**src/rtl/phase_sequencer_pkg.sv**
```systemverilog
// rtl/phase_sequencer_pkg.sv - shared phase and opcode encodings for the sequencer and controller
package phase_sequencer_pkg;

    typedef enum logic [2:0] {
        PH_INST_ADDR    = 3'b000,
        PH_INST_READ    = 3'b001,
        PH_DECODE       = 3'b010,
        PH_OPERAND_ADDR = 3'b011,
        PH_OPERAND_READ = 3'b100,
        PH_EXECUTE      = 3'b101,
        PH_WRITEBACK    = 3'b110,
        PH_STORE        = 3'b111
    } phase_t;

    typedef enum logic [3:0] {
        OP_NOP = 4'h0,
        OP_LDA = 4'h1,
        OP_ADD = 4'h2,
        OP_SUB = 4'h3,
        OP_STA = 4'h4,
        OP_JMP = 4'h5,
        OP_HLT = 4'hF
    } opcode_t;

    // The controller decodes HLT in time to raise halt during this phase.
    localparam phase_t PH_HALT_CHECK = PH_OPERAND_READ;

    function automatic phase_t next_phase(input phase_t p);
        return phase_t'(p + 3'd1);
    endfunction

endpackage

```
**src/rtl/sat_counter.sv**
```systemverilog
// rtl/sat_counter.sv - up-counter with enable that sticks at all-ones
module sat_counter #(
    parameter int W = 16
) (
    input  logic         clk,
    input  logic         rst,
    input  logic         en,
    output logic [W-1:0] q
);

    always_ff @(posedge clk or posedge rst) begin
        if (rst) begin
            q <= '0;
        end else if (en && (q != {W{1'b1}})) begin
            q <= q + W'(1);
        end
    end

endmodule

```
**src/rtl/phase_sequencer.sv**
```systemverilog
// rtl/phase_sequencer.sv - instruction phase FSM with run/step/halt control and retired-instruction count
module phase_sequencer
    import phase_sequencer_pkg::*;
#(
    parameter int CNT_W = 16
) (
    input  logic             clk,
    input  logic             rst,
    input  logic             run,
    input  logic             step_req,
    input  logic             halt,
    output logic [2:0]       phase,
    output logic             step_ack,
    output logic             halted,
    output logic [CNT_W-1:0] instr_count
);

    typedef enum logic [1:0] {
        S_IDLE,
        S_RUN,
        S_STEP,
        S_HALTED
    } state_t;

    state_t state;
    phase_t ph;
    logic   active;
    logic   wrap;
    logic   halt_hit;

    assign phase = ph;

    always_comb begin
        active   = (state == S_RUN) || (state == S_STEP);
        wrap     = active && (ph == PH_STORE);
        halt_hit = active && halt && (ph == PH_HALT_CHECK);
    end

    always_ff @(posedge clk or posedge rst) begin
        if (rst) begin
            state    <= S_IDLE;
            ph       <= PH_INST_ADDR;
            step_ack <= 1'b0;
            halted   <= 1'b0;
        end else begin
            step_ack <= 1'b0;
            case (state)
                S_IDLE: begin
                    ph <= PH_INST_ADDR;
                    if (run) begin
                        state <= S_RUN;
                    end else if (step_req) begin
                        state <= S_STEP;
                    end
                end
                S_RUN, S_STEP: begin
                    if (halt_hit) begin
                        // Phase freezes at the halt-check phase; HLT is never retired.
                        state    <= S_HALTED;
                        halted   <= 1'b1;
                        step_ack <= (state == S_STEP);
                    end else begin
                        ph <= next_phase(ph);
                        if (wrap) begin
                            state    <= run ? S_RUN : S_IDLE;
                            step_ack <= (state == S_STEP);
                        end
                    end
                end
                S_HALTED: begin
                    halted <= 1'b1;
                end
                default: begin
                    state <= S_IDLE;
                end
            endcase
        end
    end

    sat_counter #(
        .W(CNT_W)
    ) u_instr_count (
        .clk(clk),
        .rst(rst),
        .en (wrap),
        .q  (instr_count)
    );

endmodule

```
**config.mk**
```make
export PLATFORM = sky130hd
export DESIGN_NAME = phase_sequencer
export DESIGN_NICKNAME = d
export VERILOG_FILES = /design/src/rtl/phase_sequencer_pkg.sv /design/src/rtl/sat_counter.sv /design/src/rtl/phase_sequencer.sv
export SDC_FILE = /design/constraint.sdc
export NUM_CORES = 1
export LEC_CHECK = 0
export ABC_CLOCK_PERIOD_IN_PS = 3000
export CORE_MARGIN = 5
export CORE_UTILIZATION = 30
export DETAILED_ROUTE_END_ITERATION = 6
export GPL_TIMING_DRIVEN = 0
export PLACE_DENSITY_LB_ADDON = 0.12
export SYNTH_ARGS = -nofsm -noshare
export SYNTH_HDL_FRONTEND = slang
export SYNTH_SLANG_ARGS = --single-unit
```
**constraint.sdc**
```tcl
create_clock -name clk -period 3 [get_ports clk]
set_clock_uncertainty 0.05 [all_clocks]
set_input_delay 0.3 -clock clk [delete_from_list [all_inputs] [get_ports clk]]
set_output_delay 0.3 -clock clk [all_outputs]
set_load 0.1 [all_outputs]
```
== Word-level counts from Yosys, hierarchy flattened ==
Cells that the tools add are included.
Cells by class
  add/subtract/negate cells: 2
  equality and inequality tests: 10
  muxes and demuxes: 13
  reductions and logical operators: 12
Operators by type and width (number)
  adder 16 x 1 -> 16 bit, second input constant: 1
  != test 16 bit, second input constant: 1
  2-to-1 mux 2 bit: 4
  == test 3 bit, second input constant: 2
  case mux 3 bit (2 select lines): 1
  2-to-1 mux 1 bit: 5
  == test 2 bit, second input constant: 2
  logical AND 1 bit: 4
  != test 2 bit, second input constant: 2
  case mux 2 bit (2 select lines): 1
  AND reduction 2 bit: 2
  nonzero test 2 bit: 2
  adder 3 x 1 -> 3 bit, second input constant: 1
  2-to-1 mux 3 bit: 1
  != test 3 x 2 -> 1 bit, second input constant: 1
  != test 3 bit, second input constant: 1
  AND reduction 3 bit: 1
  == test 2 x 1 -> 1 bit, second input constant: 1
  logical NOT 2 bit: 1
  case mux 1 bit (2 select lines): 1
  OR reduction 2 bit: 1
  logical OR 1 bit: 1
Word-level totals
  flip-flop bits (word level): 23
  output and inout bits: 21
  word-level logic and storage cells: 42

== Longest topological paths before layout ==
  depth in word-level cells: 6
  depth in mapped cells: 6
  gate-level depth less buffers: 6

== Modules after synthesis ==
A second synthesis with hierarchy kept.
Unflattened totals
  cell total of the unflattened synthesis: 115
  area total of the unflattened synthesis: 1251.2 µm²
By module, submodules not included
  sat_counter: times used 1, cells an instance 71, area each 805.8 µm², seq. area each 400.4 µm²
  phase_sequencer: times used 1, cells an instance 44, area each 445.4 µm², seq. area each 175.2 µm²

== Least setup slack after synthesis ==
No wires, ideal clock.
  path kind: register to register
  from: reg u_instr_count.q[0]
  to: reg u_instr_count.q[1]
  library setup time: 0.126 ns
  arrival: 2.392 ns
  required time: 2.824 ns
  path slack: 0.433 ns
  stages on the path, launching flop included: 5
  period minus slack after synthesis: 2.567 ns
  cells stage by stage: dfrtp_1 ha_1 nand3_1 o41ai_4 mux2_4
On the way
  word-level cells in the longest chain between the ends: 2
  elaborated cells on any way between the ends: 3
  those cells by class: 1 x add/sub; 1 x eq/ne; 1 x reduce/logical
Ends and longest elaborated chain
  from (decl): line sat_counter.sv:8  | output logic [W-1:0] q
  from (signal assigned): line sat_counter.sv:15  | q <= q + W'(1);
  branches (longest 2 deep; another with adder 16 x 1 -> 16 bit)
Several ways; the timed one is not identified.
A chain may end at the register's enable or synchronous reset.

== Worst setup path in the final report ==
  from: reg u_instr_count.q[4]
  to: out instr_count[4]
RTL lines
  to (decl): line phase_sequencer.sv:15  | output logic [CNT_W-1:0] instr_count
No word-level cell between the ends.

==> impl_results.md <==
- Yosys warning total: 0
- Final period utilization: 75.37%
- Placed Cells incl. Taps: 181
- Pwr dens: 783.1 mW/mm^2
- Starting density of the core: 31.55%
- Top cell type's share of synthesized area: around half
- Clk_lat worst skew: 0.27 ns
- Max Root-Sink Buffers: 2
- DRT iter0 DRCs: 42
- Slowest CP cell: clkdlybuf4s50_1
- Hold_sp: halted$_DFFE_PP0P_
- Core box area: 0.003744 mm^2
- Die ar.: 0.005292 mm^2
- CTS Sinks: 23
- GRT Resource Usage Total: about a tenth
- DRC errors left: 0
- Setup crit start kind: flop
- GRT overflow: 0
- Setup Crit Path Kind: reg2out
- Post-synthesis sequential area ratio: 48.73%
- WHS Path Cells: 2
- Placement row count: 22
- Switching share of total power: 47.27%
- Run status: finished clean
- EDFF count, synth: 0
- Hold_buf cts: 0
- Flop2flop setup slack: about 0.81 ns
- Clock Power Share: 16.6%
- Post-synth top cells: dfrtp_1, xor2_1, inv_1, nand2_1, ha_1
- Crit-path max cell delay: roughly 1.2 ns
- Hold Crit Class: reg2reg
- Port-buffer cells: 25
- Clock root buffer master: clkbuf_8
- Flip-flop and latch count after synthesis: 23
- Final setup fails: 0
- Syn Nets: 121
- Final Max Slew Viols: 0
- Most common cell in the netlist: dfrtp_1
- Slew headroom: 34.63%
- Max_cap viols: 0
- Antenna Cells: 0
- Worst-margin pin slew: around 0.98 ns
- Vias in the first global route: about 890
- Via density: 4.903
- Peak VDD IR: 0.0004659 V
- Fin crit period: 2.261 ns
- Total internal power: 634.9 uW
- # IOs: 26
- Logic pwr share: 48.7%
- Worst path bufs/invs: 1
- Placer Congestion: between 0.8 and 0.9
- Share of cells above drive strength 1: 5.839%
- Resize count post-CTS: 0
- Total wire length: 2530 um
- Nets: 151
- Mean Syn Cell Area: 10.94 um^2
- H-tree depth: 1
- Area leader, netlist: dfrtp_1
- Total power: about 1.2 mW
- Max Fclk: 442.3 MHz
- Synthesized area: 0.001181 mm^2
- Post-CTS setup buffer count: 0
- Final Hold Fails: 0
- Die height: about 73 um
- Clock transition at the registers of the reported paths: 0.09 ns
- Die width: 72.75 um
- Required time of the critical path: 2.65 ns
- FILL cells: approximately 390
- Worst path top cell family by delay: buffers and inverters
- Reported net switching power: 569.2 uW
- Netlist cell types: 22
- Largest fanout on the critical path: 5
- Final HPWL DP: 1847 um
- Non-filler instance count after layout: 185
- CTS tree: yes
- Post-layout util: 41.08%
- Fraction of registers with async set/reset: 100.0%
- Antenna violations before repair: 0
- Total Neg Setup Slack: 0 ns
- Setup crit end kind: output pin
- Seq pwr share: 34.7%
- DRT Pass-1 Iters: 4
- CP arrival: approximately 1.9 ns
- Largest net degree at the start of global routing: 24
- Num CTS Buffers: 3
- CP startpoint: u_instr_count.q[4]$_DFFE_PP0P_
- WP depth: 1
- Global-route wire length before repair: roughly 4100 um
- Area Growth Syn to Fin: 30.19%
- Cells on worst reg2reg path: 6
- FF-to-FF Start: state[1]$_DFFE_PP0P_
- RSZ-0062 raised after global routing: false
- Static Leak: about 0.7 nW
- Routed WL per cell: 13.68 um
- Ranking of synthesized cells by area: dfrtp_1, xor2_1, ha_1
- Synthesized instance count: 108
- CP Cell Sequence: clkdlybuf4s50_1
- Antenna-violating nets left: 0
- Synth Flop Type: dfrtp_1
- Via Count: 907
[layer usage]
layer | up-vias | global-route usage [%] | routed length [um]
met5 | - | 0 | 0
met4 | 0 | 3.689 | 31
met3 | 4 | 3.581 | 162
met2 | 22 | 16.53 | 1235
met1 | 438 | 12.00 | 1099
li1 | 443 | - | -
[power groups by stage]
stage                     clock [mW]  combinational, mW  sequential, mW
after CTS                      0.210              0.592           0.418
after floorplan                    0              0.218           0.649
final                          0.200              0.586           0.418
after global routing           0.227              0.630           0.426
after detailed placement           0              0.591           0.423
after global placement             0              0.576           0.420
[worst register-to-register path, stage by stage, from the launching register on]
cell,delay (ns)
dfrtp_1,0.44
inv_1,0.07
ha_1,0.40
and2_2,0.26
nand4_1,0.31
nor4_1,0.43
xor2_1,0.17
[worst paths after layout]
path	endpoint
max	instr_count[4]
min	halted$_DFFE_PP0P_
max reg2reg	u_instr_count.q[9]$_DFFE_PP0P_
min reg2reg	halted$_DFFE_PP0P_
max in group asynchronous	phase[1]$_DFFE_PP0P_
min in group asynchronous	u_instr_count.q[6]$_DFFE_PP0P_
[state kept, by name (all words and copies together) (netlist names)]
name and flops:
phase 3, state 2, u_instr_count.q 16, step_ack 1, halted 1
[cell families (layout without fill, tap and decap cells)]
family	count (synthesis)	after routing	synth area share, %
DFF	23	23	48.73
muxes	1	1	1.271
adders and majority gates	8	8	8.475
buffers and inverters	10	39	3.178
xor gates and xnor gates	15	15	11.12
and+or+nand+nor	38	38	17.80
AOI/OAI and AO/OA	13	13	9.428
[per-stage QoR]
step	area, um^2	setup slack, ns	hold slack, ns
after floorplan	1181	0.4327	0.2519
after global placement	1491	0.8636	0.4164
after CTS	1538	0.7245	0.4293
final	1538	0.7389	0.4254
after global routing	1538	0.6450	0.4581
after detailed placement	1491	0.8310	0.4123
[final cells by class]
cell class / instances / area (um^2) / share of cell area [%]
Sequential cell: 23 / 575.6 / 37.43
Multi-Input combinational cell: 75 / 568.0 / 36.94
Timing Repair Buffer: 25 / 250.2 / 16.27
Tap cell: 48 / 60.06 / 3.906
Clock buffer: 3 / 41.29 / 2.685
Inverter: 10 / 37.54 / 2.441
Clock inverter: 1 / 5.005 / 0.3255
[cell usage in the layout (no fill, tap or decap), drive strengths merged, types with 3 or more instances in the layout]
cell	count
nor3	7
nand2	10
o21ai	4
inv	10
xor2	12
clkdlybuf4s50	25
nor4	7
nor2	3
dfrtp	23
nand4	6
clkbuf	3
ha	8
xnor2	3
Power figures use the tool's default switching activity.
